**src/rtl/bnn_result_sink.sv**
```systemverilog
// ---------------------------------------------------------------------------
// bnn_result_sink
//
// Launches one BNN inference, collects the NUM_CLASSES signed FC scores the
// core streams back (no backpressure), tracks the running argmax and presents
// the winning class index and score on a valid/ready output.
//
// Parameters
//   NUM_CLASSES     scores per inference (2..16)
//   TIMEOUT_CYCLES  watchdog limit from launch to the final score
//
// Ports
//   clk, rstn        single rising-edge clock, synchronous active-low reset
//   start            request an inference (only honoured in IDLE)
//   start_cnn        one-cycle launch pulse to the core
//   cnn_done         core completion pulse
//   result_tvalid/   score strobe and signed 32-bit score
//   result_tdata
//   class_tvalid/    classification handshake
//   class_tready
//   class_tdata      argmax index
//   max_score        winning signed score
//   busy             high whenever the FSM is not IDLE
//   err              sticky {timeout, overrun, short}, cleared on start
//
// Build option
//   BNN_SINK_TIMEOUT_EN  builds a 16-bit watchdog timer. When undefined no
//                        timer exists, err[2] stays 0 and the FSM waits
//                        indefinitely for the core.
// ---------------------------------------------------------------------------
module bnn_result_sink #(
    parameter int NUM_CLASSES    = 10,
    parameter int TIMEOUT_CYCLES = 65535
) (
    input  logic        clk,
    input  logic        rstn,
    input  logic        start,
    output logic        start_cnn,
    input  logic        cnn_done,
    input  logic        result_tvalid,
    input  logic [31:0] result_tdata,
    output logic        class_tvalid,
    input  logic        class_tready,
    output logic [3:0]  class_tdata,
    output logic [31:0] max_score,
    output logic        busy,
    output logic [2:0]  err
);

    localparam int                 IDX_W     = $clog2(NUM_CLASSES + 1);
    localparam logic [IDX_W-1:0]   LAST_IDX  = IDX_W'(NUM_CLASSES - 1);
    localparam logic signed [31:0] SCORE_MIN = 32'sh8000_0000;

    typedef enum logic [2:0] {
        S_IDLE,
        S_LAUNCH,
        S_COLLECT,
        S_WAIT_DONE,
        S_OUTPUT
    } state_t;

    state_t             state_q, state_d;
    logic [IDX_W-1:0]   idx_q, idx_d;          // scores accepted so far
    logic signed [31:0] best_q, best_d;        // running maximum
    logic [3:0]         best_idx_q, best_idx_d;
    logic [2:0]         err_q, err_d;
    logic               timeout_hit;
    logic               last_score;            // this cycle carries score NUM_CLASSES-1

    // -----------------------------------------------------------------------
    // Watchdog
    // -----------------------------------------------------------------------
`ifdef BNN_SINK_TIMEOUT_EN
    logic [15:0] timer_q;
    logic        timing;

    assign timing = (state_q == S_COLLECT) || (state_q == S_WAIT_DONE);

    // Fires in the cycle whose edge would bring the timer to TIMEOUT_CYCLES,
    // so OUTPUT is entered TIMEOUT_CYCLES+1 cycles after the launch cycle.
    assign timeout_hit = timing &&
                         (({1'b0, timer_q} + 17'd1) >= 17'(TIMEOUT_CYCLES));

    always_ff @(posedge clk) begin
        if (!rstn) begin
            timer_q <= '0;
        end else if (state_q == S_LAUNCH) begin
            timer_q <= '0;
        end else if (timing && !timeout_hit) begin
            timer_q <= timer_q + 16'd1;
        end
    end
`else
    assign timeout_hit = 1'b0;
`endif

    // -----------------------------------------------------------------------
    // State register and datapath registers
    // -----------------------------------------------------------------------
    always_ff @(posedge clk) begin
        if (!rstn) begin
            state_q    <= S_IDLE;
            idx_q      <= '0;
            best_q     <= '0;
            best_idx_q <= '0;
            err_q      <= '0;
        end else begin
            state_q    <= state_d;
            idx_q      <= idx_d;
            best_q     <= best_d;
            best_idx_q <= best_idx_d;
            err_q      <= err_d;
        end
    end

    // -----------------------------------------------------------------------
    // Next-state and datapath update
    // -----------------------------------------------------------------------
    assign last_score = result_tvalid && (idx_q == LAST_IDX);

    always_comb begin
        state_d    = state_q;
        idx_d      = idx_q;
        best_d     = best_q;
        best_idx_d = best_idx_q;
        err_d      = err_q;

        case (state_q)
            S_IDLE: begin
                if (start) begin
                    state_d    = S_LAUNCH;
                    idx_d      = '0;
                    best_d     = SCORE_MIN;
                    best_idx_d = '0;
                    err_d      = '0;
                end
            end

            S_LAUNCH: begin
                state_d = S_COLLECT;
            end

            S_COLLECT: begin
                if (result_tvalid) begin
                    idx_d = idx_q + IDX_W'(1);
                    // Strict compare keeps the lower index on ties; the first
                    // score is forced in so an all-minimum stream reports 0.
                    if ((idx_q == '0) || ($signed(result_tdata) > best_q)) begin
                        best_d     = $signed(result_tdata);
                        best_idx_d = 4'(idx_q);
                    end
                    if (idx_q == LAST_IDX) begin
                        state_d = cnn_done ? S_OUTPUT : S_WAIT_DONE;
                    end
                end
                // Completion before the full set (counting this cycle's score)
                // is a short inference: report whatever argmax we have.
                if (cnn_done && !last_score) begin
                    err_d[0] = 1'b1;
                    state_d  = S_OUTPUT;
                end
            end

            S_WAIT_DONE: begin
                if (cnn_done) begin
                    state_d = S_OUTPUT;
                end
            end

            S_OUTPUT: begin
                // start during the handshake is deliberately not looked at.
                if (class_tready) begin
                    state_d = S_IDLE;
                end
            end

            default: begin
                state_d = S_IDLE;
            end
        endcase

        // A score outside COLLECT is unexpected; flag it and drop it. This
        // is applied after the IDLE clear so a stray score coincident with
        // start is still reported for the new inference.
        if (result_tvalid && (state_q != S_COLLECT)) begin
            err_d[1] = 1'b1;
        end

        if (timeout_hit) begin
            err_d[2] = 1'b1;
            state_d  = S_OUTPUT;
        end
    end

    // -----------------------------------------------------------------------
    // Outputs
    // -----------------------------------------------------------------------
    assign start_cnn    = (state_q == S_LAUNCH);
    assign class_tvalid = (state_q == S_OUTPUT);
    assign busy         = (state_q != S_IDLE);
    assign class_tdata  = best_idx_q;          // held until the next start
    assign max_score    = best_q;
    assign err          = err_q;

endmodule
```
**config.mk**
```make
export PLATFORM = sky130hd
export DESIGN_NAME = bnn_result_sink
export DESIGN_NICKNAME = d
export VERILOG_FILES = /design/src/rtl/bnn_result_sink.sv
export SDC_FILE = /design/constraint.sdc
export NUM_CORES = 1
export LEC_CHECK = 0
export ABC_AREA = 1
export ABC_CLOCK_PERIOD_IN_PS = 2700
export CELL_PAD_IN_SITES_DETAIL_PLACEMENT = 1
export CELL_PAD_IN_SITES_GLOBAL_PLACEMENT = 2
export CORE_MARGIN = 4
export CORE_UTILIZATION = 26
export CTS_BUF_LIST = sky130_fd_sc_hd__clkbuf_8
export CTS_CLUSTER_SIZE = 12
export DETAILED_ROUTE_END_ITERATION = 8
export MAX_ROUTING_LAYER = met4
export PLACE_DENSITY_LB_ADDON = 0.1
export REMOVE_ABC_BUFFERS = 1
export SLEW_MARGIN = 20
export SYNTH_ARGS = -nofsm -noshare
export SYNTH_HDL_FRONTEND = slang
export SYNTH_SLANG_ARGS = --single-unit
```
**constraint.sdc**
```tcl
create_clock -name clk -period 2.7 [get_ports clk]
set_clock_uncertainty 0.15 [all_clocks]
set_input_delay 0.54 -clock clk [delete_from_list [all_inputs] [get_ports clk]]
set_output_delay 0.54 -clock clk [all_outputs]
set_load 0.005 [all_outputs]
```
Word level (Yosys, flattened, before mapping)
Index checks and enable logic that the tools add are counted.

operators by class
  equal/unequal tests = 14
  $mul = 0
  $add $sub $neg = 1
  bitwise operators = 0
  divide/modulo/power cells = 0
  reductions and logical operators = 16
  muxes and demuxes = 23
  $lt $le $gt $ge = 1
  shifts and indexed selects = 0

operators with widths
  cell                 count
  $mux 32              3
  $pmux 32 s2          1
  $gt 32x32->1         1
  $mux 3               7
  $mux 4               4
  $pmux 4 s2           2
  $pmux 3 s5           1
  $ne 2x2->1 const B   5
  $eq 3x2->1 const B   2
  $ne 3x3->1 const B   2
  $reduce_and 3->1     2
  $reduce_bool 2->1    3
  $reduce_and 5->1     1
  $add 4x1->4 const B  1
  $eq 4x4->1 const B   1
  $logic_not 4->1      1
  $reduce_and 4->1     1
  $eq 3x1->1 const B   1
  $eq 3x3->1 const B   1
  $logic_and 1x1->1    3
  $logic_not 3->1      1
  $mux 1               3
  $ne 3x2->1 const B   1
  $reduce_bool 3->1    1
  6 further kinds      6

word-level totals
  output and inout bits = 42
  memories = 0
  logic and storage cells = 61
  bits in read-only memories = 0
  register bits after elaboration = 45
  latch bits = 0
  input port bits = 38
  memory bits (writable) = 0

Logic depth before layout (Yosys ltp)
  depth in word-level cells = 6
  depth in mapped cells = 21
  mapped depth without buffers = 20

Worst setup path after synthesis
OpenSTA, ideal clock, no wires.

  path type = input port to flip-flop
  start = in result_tdata[31]
  end = reg best_q[10] (netlist: max_score[10])
  data arrival time = 1,962 ps
  path buffers = 1
  slack = 460 ps
  stages on the path = 13
  required time = 2,422 ps
  library setup time = 128 ps
  path through = ha_1 > nand2_1 > nor2_2 > nand2_1 > nor4_2 > nand2_1 > nand3_1 > nand3_2 > nand2_2 > buf_2 > nand3_1 > nand2_1 > nor2_1

on the way
  cells in the longest elaborated chain, start to end = 4

RTL lines
  element                     line  source
  start: declaration          41    input logic [31:0] result_tdata,
  $gt 32x32->1                148   if ((idx_q == '0) || ($signed(result_tdata) > best_q)) begin
  $logic_or 1x1->1            148
  $ne 2x2->1 (no line)        --
  $reduce_and 4->1 (no line)  --
  end signal: assignment      110   best_q <= best_d;
  end: declaration            64    logic signed [31:0] best_q, best_d;

No other way between the ends.
A chain may end at the register's enable or synchronous reset.

Final worst setup path
  start = in result_tdata[17]
  end = reg best_q[6] (netlist: max_score[6])

Same word-level chain as after synthesis.

==> flow_summary.yaml <==
clock_tree:
  cts_root_buf: "clkbuf_8"
  path_clk_slew_ns: 0.09
  clockBufferDepth: 2
  cts_buffers: 5
  cts_hold_buf: 0
  cts.sinks: 45
  insertion_delay_ns: 0.33
  cts_tree: "done"
  h-tree-depth: 2
power_and_ir_drop:
  power.density_nw_per_um2: 1010
  p_leak_nw: 2.35
  power_w: 0.00467
  ir_drop_v: 0.000382
route:
  antenna_left: 0
  routed_via_density: 4.49
  wl_um: 10500
  first_iter_violations: 74
  route.detailed.drc: 0
  first_pass_iters: 4
  wl_per_cell_um: 14.6
  dr_total_vias: 3223
placed_design:
  portBuffers: 78
  place_ws_ns: -0.366
  place_congestion: 0.792
  hpwl_um: 7370
critical_path:
  worst-setup-path-type: "in2reg"
  r2r_cells: 14
  r2r_start: "max_score[30]"
  crit_fanout: 9
  r2r-end: "max_score[6]"
  startpoint_type: "primary input"
  worstPathArrival_ns: 2.64
  crit_required_ns: 2.78
  rrSetupSlack_ns: 0.27
  end_kind: "flip-flop"
timing:
  hold_viol: 0
  fin_crit_ns: 2.56
  worst_pin_slew_ns: 0.609
  fmax_mhz: 390
  layout_setup_ws_ns: 0.138
  slew_violations: 0
  min_period_over_period_pct: 94.9
  setup_viol: 0
  timing.slew.headroom_pct: 59.4
global_routing:
  grt-ovfl-total: 0
  antenna_found_initial: 0
  grt_max_degree: 26
  first_global_vias: 3271
  grt_usage_pct: 15.1
  grt_pass1_wl_um: 15400
floorplanning:
  die_area_sq_um: 13400
  ios: 80
  fp.dieW_um: 116
  core_area_sq_um: 11400
  chipHeight_um: 116
  initial_core_util_pct: 26.5
  fp-row-count: 39
synth:
  synth_area_sq_um: 3010
  synth.avg_cell_area_sq_um: 6.33
  yosysTopAreaCellShare_pct: 30.0
  ys.flop_type: "dfxtp_1"
  synth_common_cells: "nand2_1, nor2_1, inv_1, dfxtp_1, ha_1"
  ys_top_cells_by_area: "dfxtp_1, nand2_1, ha_1, nor2_1, inv_1"
  synth_most_common_cell: "nand2_1"
  yosysWarnings: 0
  synth_edf_count: 0
  synth_cells: 475
  synth-seq-area-share_pct: 30.0
  yosysTopAreaCell: "dfxtp_1"
  async_reset_ff_share_pct: 0
  synth_cell_types: 29
  ys_seq_elements: 45
status:
  status: "complete, no violations"
final_layout:
  nFillCells: 1467
  drive_above_1_share_pct: 13.7
  synthToLayoutAreaGrowth_pct: 54.2
  antenna_cells: 0
  layout.nets: 647
min_path:
  worstHoldStart: "err[1]"
  hold_depth: 2
  hold_end: "err[1]"
  min_path_type: "reg2reg"
job:
  cap_violations: 0
-- critical path: stages --
cell             delay [ns]
clkdlybuf4s50_1        0.53
ha_4                   0.22
nand2_1                0.06
a21oi_1                0.07
o21ai_1                0.14
nand2_1                0.09
a21oi_2                0.16
nand2_1                0.07
nand2_1                0.07
nand3_2                0.09
nand2_4                0.15
nand2_8                0.11
clkbuf_16              0.19
nor2_1                 0.10
nor2_1                 0.05
-- registers in the layout (all words and copies together) (netlist names) --
register and count:
max_score 32, class_tdata 4, idx_q 4, state_q 3, err 2
-- power breakdown --
part	switching [W]	internal, W
logic	0.00161	0.00152
registers	0.000164	0.000926
clock network	0.000275	0.000177
-- cells in the final DEF (no fill, tap or decap), drive strengths merged, types with 2 or more instances in the layout --
cell type,n
o21ai,7
ha,35
dlymetal6s2s,21
clkbuf,10
buf,26
nand4,3
nor2,94
a21o,2
inv,78
a21oi,24
nand2,133
dfxtp,45
clkdlybuf4s50,57
o21a,2
a211oi,2
nor3,5
a31oi,2
clkinv,3
nand3,23
-- cells by family after synthesis --
logic type | synth area share (%)
adders and majority gates | 14.6
AOI/OAI and AO/OA | 7.49
buffers and inverters | 13.4
and+or+nand+nor | 34.5
DFF | 29.9
other | 0.125
-- area by class of cell --
| class | count | area, sq um | share of cell area [%] |
|---|---|---|---|
| multi-input cells | 335 | 1990 | 42.8 |
| clock buffers | 5 | 68.8 | 1.48 |
| repair buffers | 109 | 1190 | 25.8 |
| clock inverters | 3 | 13.8 | 0.297 |
| well taps | 143 | 179 | 3.86 |
| flip-flops and latches | 45 | 901 | 19.4 |
| inverters | 78 | 293 | 6.31 |
-- stage by stage --
| step | setup TNS [ns] | instances | instance area, sq um | utilization (%) | hold slack (ns) |
|---|---|---|---|---|---|
| finish | 0 | 718 | 4640 | 40.8 | 0.325 |
| detailed placement | -12.00 | 699 | 4060 | 35.7 | 0.316 |
| global route | -0.139 | 718 | 4640 | 40.8 | 0.364 |
| CTS | 0 | 709 | 4150 | 36.5 | 0.333 |
| global placement | -9.03 | 699 | 4060 | 35.7 | 0.305 |
| floorplan | 0 | 457 | 2900 | - | 0.306 |
-- metal layers --
| metal | track usage (%) | part of all wire [%] |
|---|---|---|
| met1 | 18.8 | 47 |
| met2 | 25.1 | 49 |
| met3 | 2.51 | 3.0 |
| met4 | 4.69 | 1.5 |
| met5 | - | 0 |
-- worst max-delay path by stage --
stage | end | cells after the start | from
6_report | max_score[6] | 15 | result_tdata[17]
5_1_grt | max_score[28] | 16 | result_tdata[17]
4_1_cts | max_score[28] | 16 | result_tdata[31]
3_5_place_dp | max_score[28] | 16 | result_tdata[31]
3_3_place_gp | max_score[14] | 16 | result_tdata[31]
2_1_floorplan | class_tdata[1] | 14 | result_tdata[31]
-- repair_timing --
action	CTS	global route
buffers inserted	2	2
gates cloned	0	7
pin swaps	0	31
endpoints found under the setup margin	8	36
endpoints found under the hold margin	0	0
gates resized for setup	0	60
Note: power is estimated with default switching activity, not from simulation.
